`config.mk`:
```
export PLATFORM = sky130hd
export DESIGN_NAME = smart_counter_ctrl
export DESIGN_NICKNAME = d
export VERILOG_FILES = /design/src/rtl/smart_counter_ctrl_pkg.sv /design/src/rtl/rr_arb2.sv /design/src/rtl/smart_counter_ctrl.sv
export SDC_FILE = /design/constraint.sdc
export NUM_CORES = 1
export LEC_CHECK = 0
export BUFFER_PORTS_ARGS = -buffer_cell sky130_fd_sc_hd__buf_2
export CAP_MARGIN = 10
export CORE_UTILIZATION = 40
export CTS_BUF_LIST = sky130_fd_sc_hd__clkbuf_4 sky130_fd_sc_hd__clkbuf_8
export CTS_CLUSTER_DIAMETER = 80
export DETAILED_ROUTE_END_ITERATION = 16
export GPL_ROUTABILITY_DRIVEN = 0
export PLACE_DENSITY = 0.72
export SLEW_MARGIN = 20
export SYNTH_ARGS = -nofsm -noshare
export SYNTH_HDL_FRONTEND = slang
export SYNTH_SLANG_ARGS = --single-unit
```
`constraint.sdc`:
```
create_clock -name clk -period 3.25 [get_ports clk]
set_input_delay 0.4875 -clock clk [delete_from_list [all_inputs] [get_ports clk]]
set_output_delay 0.4875 -clock clk [all_outputs]
set_load 0.05 [all_outputs]
```
`src/rtl/smart_counter_ctrl_pkg.sv`:
```
// Shared types and defaults for the smart counter controller.
package smart_counter_ctrl_pkg;

  localparam int unsigned DefaultWidth = 8;

  typedef enum logic [1:0] {
    StIdle,
    StLoad,
    StRun,
    StDone
  } state_e;

endpackage

```
`src/rtl/rr_arb2.sv`:
```
// Two-way round-robin arbiter; after reset req0 wins a tie.
module rr_arb2 (
  input  logic       clk,
  input  logic       rst_n,
  input  logic [1:0] valid,
  input  logic       enable,
  input  logic       update,
  output logic [1:0] grant
);

  // High when requester 1 should win the next tie.
  logic prio_q;

  always_comb begin
    grant = 2'b00;
    if (enable) begin
      unique case (valid)
        2'b01:   grant = 2'b01;
        2'b10:   grant = 2'b10;
        2'b11:   grant = prio_q ? 2'b10 : 2'b01;
        default: grant = 2'b00;
      endcase
    end
  end

  always_ff @(posedge clk or negedge rst_n) begin
    if (!rst_n) begin
      prio_q <= 1'b0;
    end else if (update) begin
      prio_q <= grant[0];
    end
  end

endmodule

```
`src/rtl/smart_counter_ctrl.sv`:
```
// Sequences load/increment of an external counter for two round-robin requesters.
// Optional abort input enabled by defining SMART_COUNTER_CTRL_ABORT_EN.
module smart_counter_ctrl
  import smart_counter_ctrl_pkg::*;
#(
  parameter int unsigned WIDTH = DefaultWidth
) (
  input  logic             clk,
  input  logic             rst_n,
  input  logic             req0_valid,
  output logic             req0_ready,
  input  logic [WIDTH-1:0] req0_start,
  input  logic [WIDTH-1:0] req0_steps,
  input  logic             req1_valid,
  output logic             req1_ready,
  input  logic [WIDTH-1:0] req1_start,
  input  logic [WIDTH-1:0] req1_steps,
  output logic             cnt_load,
  output logic             cnt_enable,
  output logic [WIDTH-1:0] cnt_data,
  input  logic [WIDTH-1:0] cnt_value,
  output logic             done,
  output logic             done_id,
  output logic [WIDTH-1:0] result
`ifdef SMART_COUNTER_CTRL_ABORT_EN
  ,
  input  logic             abort,
  output logic             done_aborted
`endif
);

  state_e           state_q;
  logic [WIDTH-1:0] start_q, rem_q, result_q;
  logic             owner_q, done_id_q;
  logic             load_q, enable_q, done_q;
  logic [1:0]       grant;
  logic             accept;
  logic             abort_hit;

`ifdef SMART_COUNTER_CTRL_ABORT_EN
  logic aborted_q;

  assign abort_hit = abort;

  always_ff @(posedge clk or negedge rst_n) begin
    if (!rst_n) begin
      aborted_q <= 1'b0;
    end else if (state_q == StLoad || state_q == StRun) begin
      aborted_q <= abort;
    end
  end

  assign done_aborted = done_q & aborted_q;
`else
  assign abort_hit = 1'b0;
`endif

  // Ready is suppressed while reset is held so it reads zero immediately.
  rr_arb2 u_arb (
    .clk   (clk),
    .rst_n (rst_n),
    .valid ({req1_valid, req0_valid}),
    .enable(state_q == StIdle && rst_n),
    .update(accept),
    .grant (grant)
  );

  assign accept     = |grant;
  assign req0_ready = grant[0];
  assign req1_ready = grant[1];

  assign cnt_load   = load_q & ~abort_hit;
  assign cnt_enable = enable_q & ~abort_hit;
  assign cnt_data   = start_q;
  assign done       = done_q;
  assign done_id    = done_id_q;
  // The counter only settles on the completion cycle, so pass it through then.
  assign result     = done_q ? cnt_value : result_q;

  always_ff @(posedge clk or negedge rst_n) begin
    if (!rst_n) begin
      state_q   <= StIdle;
      start_q   <= '0;
      rem_q     <= '0;
      result_q  <= '0;
      owner_q   <= 1'b0;
      done_id_q <= 1'b0;
      load_q    <= 1'b0;
      enable_q  <= 1'b0;
      done_q    <= 1'b0;
    end else begin
      load_q   <= 1'b0;
      enable_q <= 1'b0;
      done_q   <= 1'b0;
      unique case (state_q)
        StIdle: begin
          if (accept) begin
            start_q <= grant[1] ? req1_start : req0_start;
            rem_q   <= grant[1] ? req1_steps : req0_steps;
            owner_q <= grant[1];
            state_q <= StLoad;
            load_q  <= 1'b1;
          end
        end
        StLoad: begin
          if (abort_hit || rem_q == '0) begin
            state_q   <= StDone;
            done_q    <= 1'b1;
            done_id_q <= owner_q;
          end else begin
            state_q  <= StRun;
            enable_q <= 1'b1;
          end
        end
        StRun: begin
          rem_q <= rem_q - WIDTH'(1);
          if (abort_hit || rem_q == WIDTH'(1)) begin
            state_q   <= StDone;
            done_q    <= 1'b1;
            done_id_q <= owner_q;
          end else begin
            enable_q <= 1'b1;
          end
        end
        StDone: begin
          result_q <= cnt_value;
          state_q  <= StIdle;
        end
        default: state_q <= StIdle;
      endcase
    end
  end

endmodule

```
==> results.toml, run 1 <==
[power_and_ir_drop]
finalPower_uw = 826
p_leak_nw = 1.22
pwr_density_cell_nw_per_um2 = 354
ir_worst_vdd_mv = 0.190

[timing]
worst_slew_pin_slew_ps = 716
rsz0062_at_grt = "no"
maxSlewViolCount = 0
post-route-min-period_ps = 2520
finalSetupViolations = 0
hold_viol_final = 0
max_freq_mhz = 397
slew_headroom = 0.520
clock_skew_ps = 4.18
fin_crit_sh = 0.775
setup_ws_ps = 733
finalSetupTns_ps = 0

[synth]
synth_area_per_cell_um2 = 10.5
synth-xor-area-share = 0
yosys_warnings = 0
synth_compound_area_frac = 0.164
synth_area_leaders = "dfrtp_1, mux2_2, mux2i_1, ha_1, o21ai_0"
muxShareOfSynthArea = 0.186
synth_edf_count = 0
synth_top_family_by_area = "multiplexers"
synthesis.area_um2 = 1840
synth_area_leader_cell = "dfrtp_1"
yosys-top-cells-count = "dfrtp_1, mux2_2, mux2i_1"
synthCells = 176
synth_top_area_frac = 0.435
synth_simple_gate_area_frac = 0.116
ys_seq_area_frac = 0.435
yosysMostFrequentCell = "dfrtp_1"
ys_seq_elements = 32
async_flop_share = 1.00
synth_cell_types = 43
synth_fa_ha_area_frac = 0.0544
synth-main-ff-cell = "dfrtp_1"
syn-num-nets = 228

[clock_network]
cts_setup_buffers = 0
cts_resized = 0
cts_num_sinks = 32
htreeDepth = 2
clk_latency_ps = 290
clk_path_buf_depth = 2
path_clk_slew_ps = 70
cts_hold_buf = 0
cts_tree = "built"
cts_root_buf = "clkbuf_8"
cts_made_buffers = 5

[critical_path]
worstPathArrival_ps = 2030
cp.buffers_inverters = 2
cp-end-kind = "output port"
worstSetupStartpointType = "register"
cp.required_ps = 2760
critical_path_class = "register to output port"
cp_max_fo = 9
r2r_start = "state_q[0]"
worstPathCellList = "inv_1, ha_1, nand3_1, nor2_2, buf_2"
slowest_stage = "dfrtp_1"
startpoint = "state_q[1]"
critPathMaxStageDelay_ps = 410
crit_family = "simple AND/OR/NAND/NOR gates"

[final_layout]
layout.cells.non_filler = 296
syn_to_final_growth_pct = 26.7
final_util = 0.531
drive_above_1_share = 0.410
fin_nets = 295
antenna_cells = 0
fill_cells = 410

[run]
maxCapViolCount = 0

[global_routing]
grt_max_degree = 20
grt_pass1_wl_um = 7140
antenna_found_initial = 0
overflow = 0
grt_usage = 0.187
grt_pass1_vias = 1622

[route]
vias = 1588
first_pass_iters = 4
drt_iter0_markers = 51
viasPerCell = 5.36
wire_per_inst_um = 13.9
drt-total-wl_um = 4120
ant_nets = 0
remaining_drc_errors = 0

[die]
die_y_um = 69.8
die_area_um2 = 4870
core-area_um2 = 4380
start_util = 0.420
die_w_um = 69.8
ios = 66
num_rows = 24

[place]
portBuffers = 65
dp_hpwl_um = 3090
dp_cells = 288
dpl_worst_slack_ps = 951

[status]
status = "finished, final reports clean"

[hold_path]
hp-class = "primary input to async pin"
-- through the flow --
step | area [um^2] | hold WS, ps
after floorplan | 1840 | 192
after global placement | 2220 | 426
after detailed placement | 2220 | 425
after CTS | 2330 | 118
after global routing | 2330 | 134
final | 2330 | 116
-- area by class of cell --
class	instances	area, um^2	share of cell area
sequential	32	801	0.344
clock buffer	6	76.3	0.0328
inverter	12	45.0	0.0193
timing repair buffer	68	348	0.149
clock inverter	2	35.0	0.0150
tap	52	65.1	0.0279
multi-input combinational	124	960	0.412
-- report_power, final --
part           internal (mW)  switching (mW)
Clock                  0.236           0.148
Sequential             0.398               0
Combinational         0.0232          0.0208
-- worst reg2reg max path, stage by stage (launching register included) --
cell	delay [ps]
dfrtp_1	420
inv_1	140
ha_1	520
inv_1	150
o21ai_1	600
a21boi_0	180
a211o_1	260
-- layout by cell type, fill, tap and decap left out, types with 2 or more instances in the layout --
cell type | netlist | final
buf_2 | 2 | 65
dfrtp_1 | 32 | 32
mux2_2 | 17 | 17
mux2i_1 | 14 | 14
inv_1 | 12 | 12
nand2_1 | 12 | 12
o21ai_0 | 11 | 11
a21oi_1 | 9 | 9
ha_1 | 8 | 8
nand3_1 | 7 | 7
clkbuf_8 | 0 | 5
a21boi_0 | 4 | 4
nor2_1 | 5 | 4
nor3_1 | 3 | 3
and3_1 | 3 | 3
buf_4 | 1 | 3
a211oi_1 | 2 | 2
or2_2 | 2 | 2
o31ai_1 | 2 | 2
o22ai_1 | 2 | 2
-- flip-flops by register name, indices dropped and copies added (netlist names) --
register      count
u_arb.prio_q      1
done_id           1
result_q          8
state_q           2
done              1
rem_q             8
owner_q           1
cnt_data          8
cnt_load          1
cnt_enable        1
-- metal layers --
layer  track usage  wire length (um)
met5             0                 0
met1         0.235              1940
met3        0.0523               217
met2         0.302              1900
met4        0.0756                59
-- final timing paths --
check                           slack (ps)  cells after the start           to
worst max-delay path                   730                      5   req1_ready
max in group asynchronous             2540                      2  cnt_data[0]
min in group clk                       440                      2  result_q[1]
worst min-delay path                   120                      1      owner_q
worst min register to register         470                      2  cnt_data[3]
worst max register to register         880                      6     rem_q[7]
-- kinds of logic after synthesis --
| family | after synthesis |
|---|---|
| buf+inv | 20 |
| compound gates | 43 |
| simple gates | 41 |
| mux | 32 |
| flops | 32 |
| fa+ha+maj | 8 |
Power figures use the tool's default switching activity.
==> inputs of run 2 (changes only) <==
==> constraint.sdc (replaced) <==
create_clock -name clk -period 2.4 [get_ports clk]
set_input_delay 0.36 -clock clk [delete_from_list [all_inputs] [get_ports clk]]
set_output_delay 0.36 -clock clk [all_outputs]
set_load 0.05 [all_outputs]
==> run 2 against run 1 <==
- first-iteration DRC count increased by 71%
- non-clock buffer count increased by 7
- clock power increased by 37%
- register-to-register slack got worse by 620 ps
- critical path depth increased by 1
- global-route usage decreased by 0.33 points
- via count increased by 0.63%
- clock-buffer cell count unchanged
==> results.toml, run 2 (synthesis gave the netlist of run 1 again) <==
[die]
start_util = 0.420
core-area_um2 = 4380
die_w_um = 69.8
die_area_um2 = 4870
ios = 66
die_y_um = 69.8
num_rows = 24

[clock_network]
clk_latency_ps = 290
cts_num_sinks = 32
htreeDepth = 2
cts_tree = "built"
path_clk_slew_ps = 70
cts_made_buffers = 5
clk_path_buf_depth = 2
cts_root_buf = "clkbuf_8"

[critical_path]
worstPathArrival_ps = 1900
cp-end-kind = "output port"
cp_max_fo = 11
startpoint = "rst_n"
cp.required_ps = 2040
r2r_start = "rem_q[2]"
critical_path_class = "primary input to output port"
worstSetupStartpointType = "primary input"

[global_routing]
grt_max_degree = 20
grt_usage = 0.184
antenna_found_initial = 0
grt_pass1_wl_um = 6970
grt_pass1_vias = 1512
overflow = 0

[hold_path]
worstHoldStart = "cnt_value[1]"
hp-class = "primary input to register"

[power_and_ir_drop]
p_seq_frac = 0.478
finalPower_mw = 1.13
power_frac_clock = 0.467
p_leak_nw = 1.25
switchingPower_uw = 236
p_int_uw = 892
pwr-share-comb = 0.056
pwr_density_cell_nw_per_um2 = 471
swShare = 0.209
ir_worst_vdd_mv = 0.189

[timing]
slew_headroom = 0.700
setup_ws_ps = 143
max_freq_mhz = 443
hold_viol_final = 0
clock_skew_ps = 4.56
fin_crit_sh = 0.940
maxSlewViolCount = 0
finalSetupTns_ps = 0
rsz0062_at_grt = "no"
finalSetupViolations = 0
post-route-min-period_ps = 2260
worst_slew_pin_slew_ps = 438

[route]
drt-total-wl_um = 4160
ant_nets = 0
wire_per_inst_um = 13.7
drt_iter0_markers = 87
first_pass_iters = 4
vias = 1598
remaining_drc_errors = 0
viasPerCell = 5.27

[final_layout]
fill_cells = 409
multiInputGateArea_um2 = 967
syn_to_final_growth_pct = 30.3
layout_common_cells = "buf_2, dfrtp_1, mux2_2"
layout_commonest_cell = "buf_2"
drive_above_1_share = 0.426
final_util = 0.547
antenna_cells = 0
fin_nets = 302
seq_area_um2 = 801

[place]
dp_hpwl_um = 3110
dpl_worst_slack_ps = 300
portBuffers = 65

[status]
status = "finished, final reports clean"

[run]
maxCapViolCount = 0
-- run 2: cell types whose count changed in the layout (fill, tap and decap cells not counted), sizes merged --
cell         previous run  this run
buf                    68        72
clkbuf                  6         8
dlygate4sd3             0         1
-- run 2: metrics by stage --
| stage | hold slack (ps) | instances | instance area [um^2] |
|---|---|---|---|
| 4_1_cts | 307 | 303 | 2390 |
| 6_report | 314 | 303 | 2400 |
| 5_1_grt | 311 | 303 | 2400 |
| 3_5_place_dp | 239 | 294 | 2260 |
| 3_3_place_gp | 239 | 294 | 2260 |
| 2_1_floorplan | 64.4 | 176 | 1840 |
-- run 2: cell type report --
class	instances	area share
clock inverter	2	0.0146
sequential	32	0.334
multi-input combinational	124	0.403
inverter	12	0.0188
timing repair buffer	75	0.170
clock buffer	6	0.0318
tap	52	0.0271
-- run 2: worst max-delay path, stage by stage --
cell and delay (ps):
dlygate4sd3_1 540, clkbuf_4 220, nand3_1 200, nor2_4 190, buf_4 160, clkbuf_4 220
-- run 2: routing by layer --
layer  vias up  global-route usage  routed length, um
li1        791                   -                  -
met1       758               0.242               1920
met2        45               0.291               1980
met3         4              0.0509                230
met4         0              0.0622                 29
met5         -                   0                  0
-- run 2: path summary, 6_finish.rpt --
kind,endpoint,slack [ps],cells past startpoint
hold reg to reg,cnt_data[2],480,2
setup / recovery,req1_ready,140,6
min in group asynchronous,done_id,480,2
setup reg to reg,done_id,260,4
hold / removal,result_q[1],310,2
max in group asynchronous,result_q[7],1450,3
-- run 2: timing repair --
| item | 4_1_cts | 5_1_grt |
|---|---|---|
| setup endpoints to repair | 1 | 2 |
| endpoints found under the hold margin | 7 | 0 |
| hold buffers | 1 | 0 |
| gates resized for setup | 1 | 3 |
| buffers inserted | 0 | 0 |
-- run 2: power groups by stage --
stage | registers, mW | clock network, mW | logic [mW]
final | 0.539 | 0.526 | 0.0627
after floorplan | 0.550 | 0 | 0.00956
after detailed placement | 0.549 | 0 | 0.0623
after global routing | 0.539 | 0.564 | 0.0721
after CTS | 0.539 | 0.538 | 0.0639
after global placement | 0.549 | 0 | 0.0607
==> inputs of run 3 (changes only) <==
--- a/config.mk
+++ b/config.mk
@@ -13,7 +13,8 @@
 export DETAILED_ROUTE_END_ITERATION = 16
 export GPL_ROUTABILITY_DRIVEN = 0
 export PLACE_DENSITY = 0.72
-export SLEW_MARGIN = 20
+export REMOVE_ABC_BUFFERS = 1
+export SLEW_MARGIN = 30
 export SYNTH_ARGS = -nofsm -noshare
 export SYNTH_HDL_FRONTEND = slang
 export SYNTH_SLANG_ARGS = --single-unit
==> run 3 against run 2 <==
- design area fell by 1.1%
- critical path depth down 1
- total power down 1.4%
- final cell count is 0.99% lower
- fmax increased by 2.8%
- register-to-register slack worse by 40 ps
- largest cell class unchanged
==> results.toml, run 3 (synthesis gave the netlist of run 1 again) <==
[final_layout]
drive_above_1_share = 0.419
antenna_cells = 0
layout.cells.non_filler = 300
fin_nets = 299
layout_commonest_cell = "buf_2"
fin_area_um2 = 2370
layout_common_cells = "buf_2, dfrtp_1, mux2_2"
fill_cells = 411
syn_to_final_growth_pct = 28.8

[clock_network]
cts_num_sinks = 32
htreeDepth = 2
path_clk_slew_ps = 70
cts_made_buffers = 5
cts_tree = "built"
cts_root_buf = "clkbuf_8"
clk_path_buf_depth = 2
clk_latency_ps = 290
cts_setup_buffers = 0

[power_and_ir_drop]
ir_worst_vdd_mv = 0.215
p_leak_nw = 1.23
pwr_density_cell_nw_per_um2 = 470

[critical_path]
r2r_slack_ps = 220
critPathMaxStageDelay_ps = 420
slowest_stage = "dfrtp_1"
cp.required_ps = 2040
reg2regPathDepth = 4
cp_max_fo = 9
worstPathArrival_ps = 1840
r2r_end = "done_id"
cp-end-kind = "output port"
worstPathCellList = "inv_1, ha_2, nand3_1, nor2_4, buf_2"
r2r_start = "rem_q[2]"
critical_path_class = "register to output port"
worstSetupStartpointType = "register"

[place]
portBuffers = 65
dp_hpwl_um = 2940
placed_cell_area_um2 = 2240
dp_cells = 291

[global_routing]
grt_pass1_wl_um = 6670
grt_pass1_vias = 1487
antenna_found_initial = 0
overflow = 0
grt_max_degree = 32
grt_usage = 0.175

[run]
maxCapViolCount = 0

[route]
remaining_drc_errors = 0
drt_iter0_markers = 72
viasPerCell = 5.29
vias = 1586
ant_nets = 0
drt-total-wl_um = 3920
first_pass_iters = 4
wire_per_inst_um = 13.1

[die]
die_w_um = 69.8
num_rows = 24
die_area_um2 = 4870
die_y_um = 69.8
ios = 66
start_util = 0.420
core-area_um2 = 4380

[timing]
max_freq_mhz = 455
rsz0062_at_grt = "no"
hold_viol_final = 0
finalSetupViolations = 0
clock_skew_ps = 5.46
maxSlewViolCount = 0
worst_slew_pin_slew_ps = 441
fin_crit_sh = 0.915
slew_headroom = 0.702
post-route-min-period_ps = 2200

[hold_path]
min_to = "result_q[6]"
hp-class = "primary input to register"
min_delay_path_depth = 2
worstHoldStart = "cnt_value[6]"

[status]
status = "finished, final reports clean"
## run 3: cell types whose count changed in the layout (fill, tap and decap cells not counted), sizes merged
cell	previous run	this run
clkbuf	8	6
buf	72	71
## run 3: timing repair
item                                    4_1_cts  5_1_grt
endpoints found under the setup margin        0        1
endpoints found under the hold margin         1        0
hold buffers                                  1        0
resized for setup                             0        2
## run 3: per-layer routing
layer	GRT usage	part of all wire	vias to the layer above
li1	-	-	778
met1	0.213	0.44	746
met2	0.293	0.48	57
met3	0.0509	0.057	5
met4	0.0689	0.017	0
met5	0	0	-
## run 3: cell type report
| cell class | count | area, um^2 | share of cell area |
|---|---|---|---|
| well taps | 52 | 65.1 | 0.0275 |
| multi-input cells | 124 | 967 | 0.408 |
| inverters | 12 | 45.0 | 0.0190 |
| clock inverters | 2 | 35.0 | 0.0148 |
| flip-flops and latches | 32 | 801 | 0.338 |
| repair buffers | 72 | 380 | 0.161 |
| clock buffers | 6 | 76.3 | 0.0322 |
## run 3: per-stage QoR
step                      setup slack (ps)  hold WS [ps]  TNS [ps]  total power [mW]  utilization
after floorplan                       -859          64.4     -9030             0.559            -
after global placement                 277           185         0             0.609        0.511
after detailed placement               248           186         0             0.609        0.511
after CTS                             47.7           315         0              1.13        0.539
after global routing                  99.4           315         0              1.16        0.541
final                                  204           322         0              1.11        0.541
## run 3: worst max-delay path: cells and delay by family, from the launching register on
family / cells / cell delay, ps
fa+ha+maj: 1 / 280
buf+inv: 2 / 440
flops: 1 / 420
simple gates: 2 / 410
## run 3: power breakdown
| group | internal, mW | total (mW) | switching (mW) |
|---|---|---|---|
| Clock | 0.319 | 0.513 | 0.194 |
| Sequential | 0.539 | 0.539 | 0 |
| Combinational | 0.0325 | 0.0599 | 0.0274 |
## run 3: how the worst max path moves through the flow
| stage | startpoint | end | cells after the start | slack [ps] |
|---|---|---|---|---|
| 2_1_floorplan | state_q[0] | rem_q[7] | 6 | -860 |
| 3_3_place_gp | rem_q[2] | done_id | 4 | 280 |
| 3_5_place_dp | rem_q[2] | done_id | 4 | 250 |
| 4_1_cts | state_q[0] | req1_ready | 5 | 50 |
| 5_1_grt | state_q[0] | req1_ready | 5 | 100 |
| 6_report | state_q[0] | req1_ready | 5 | 200 |
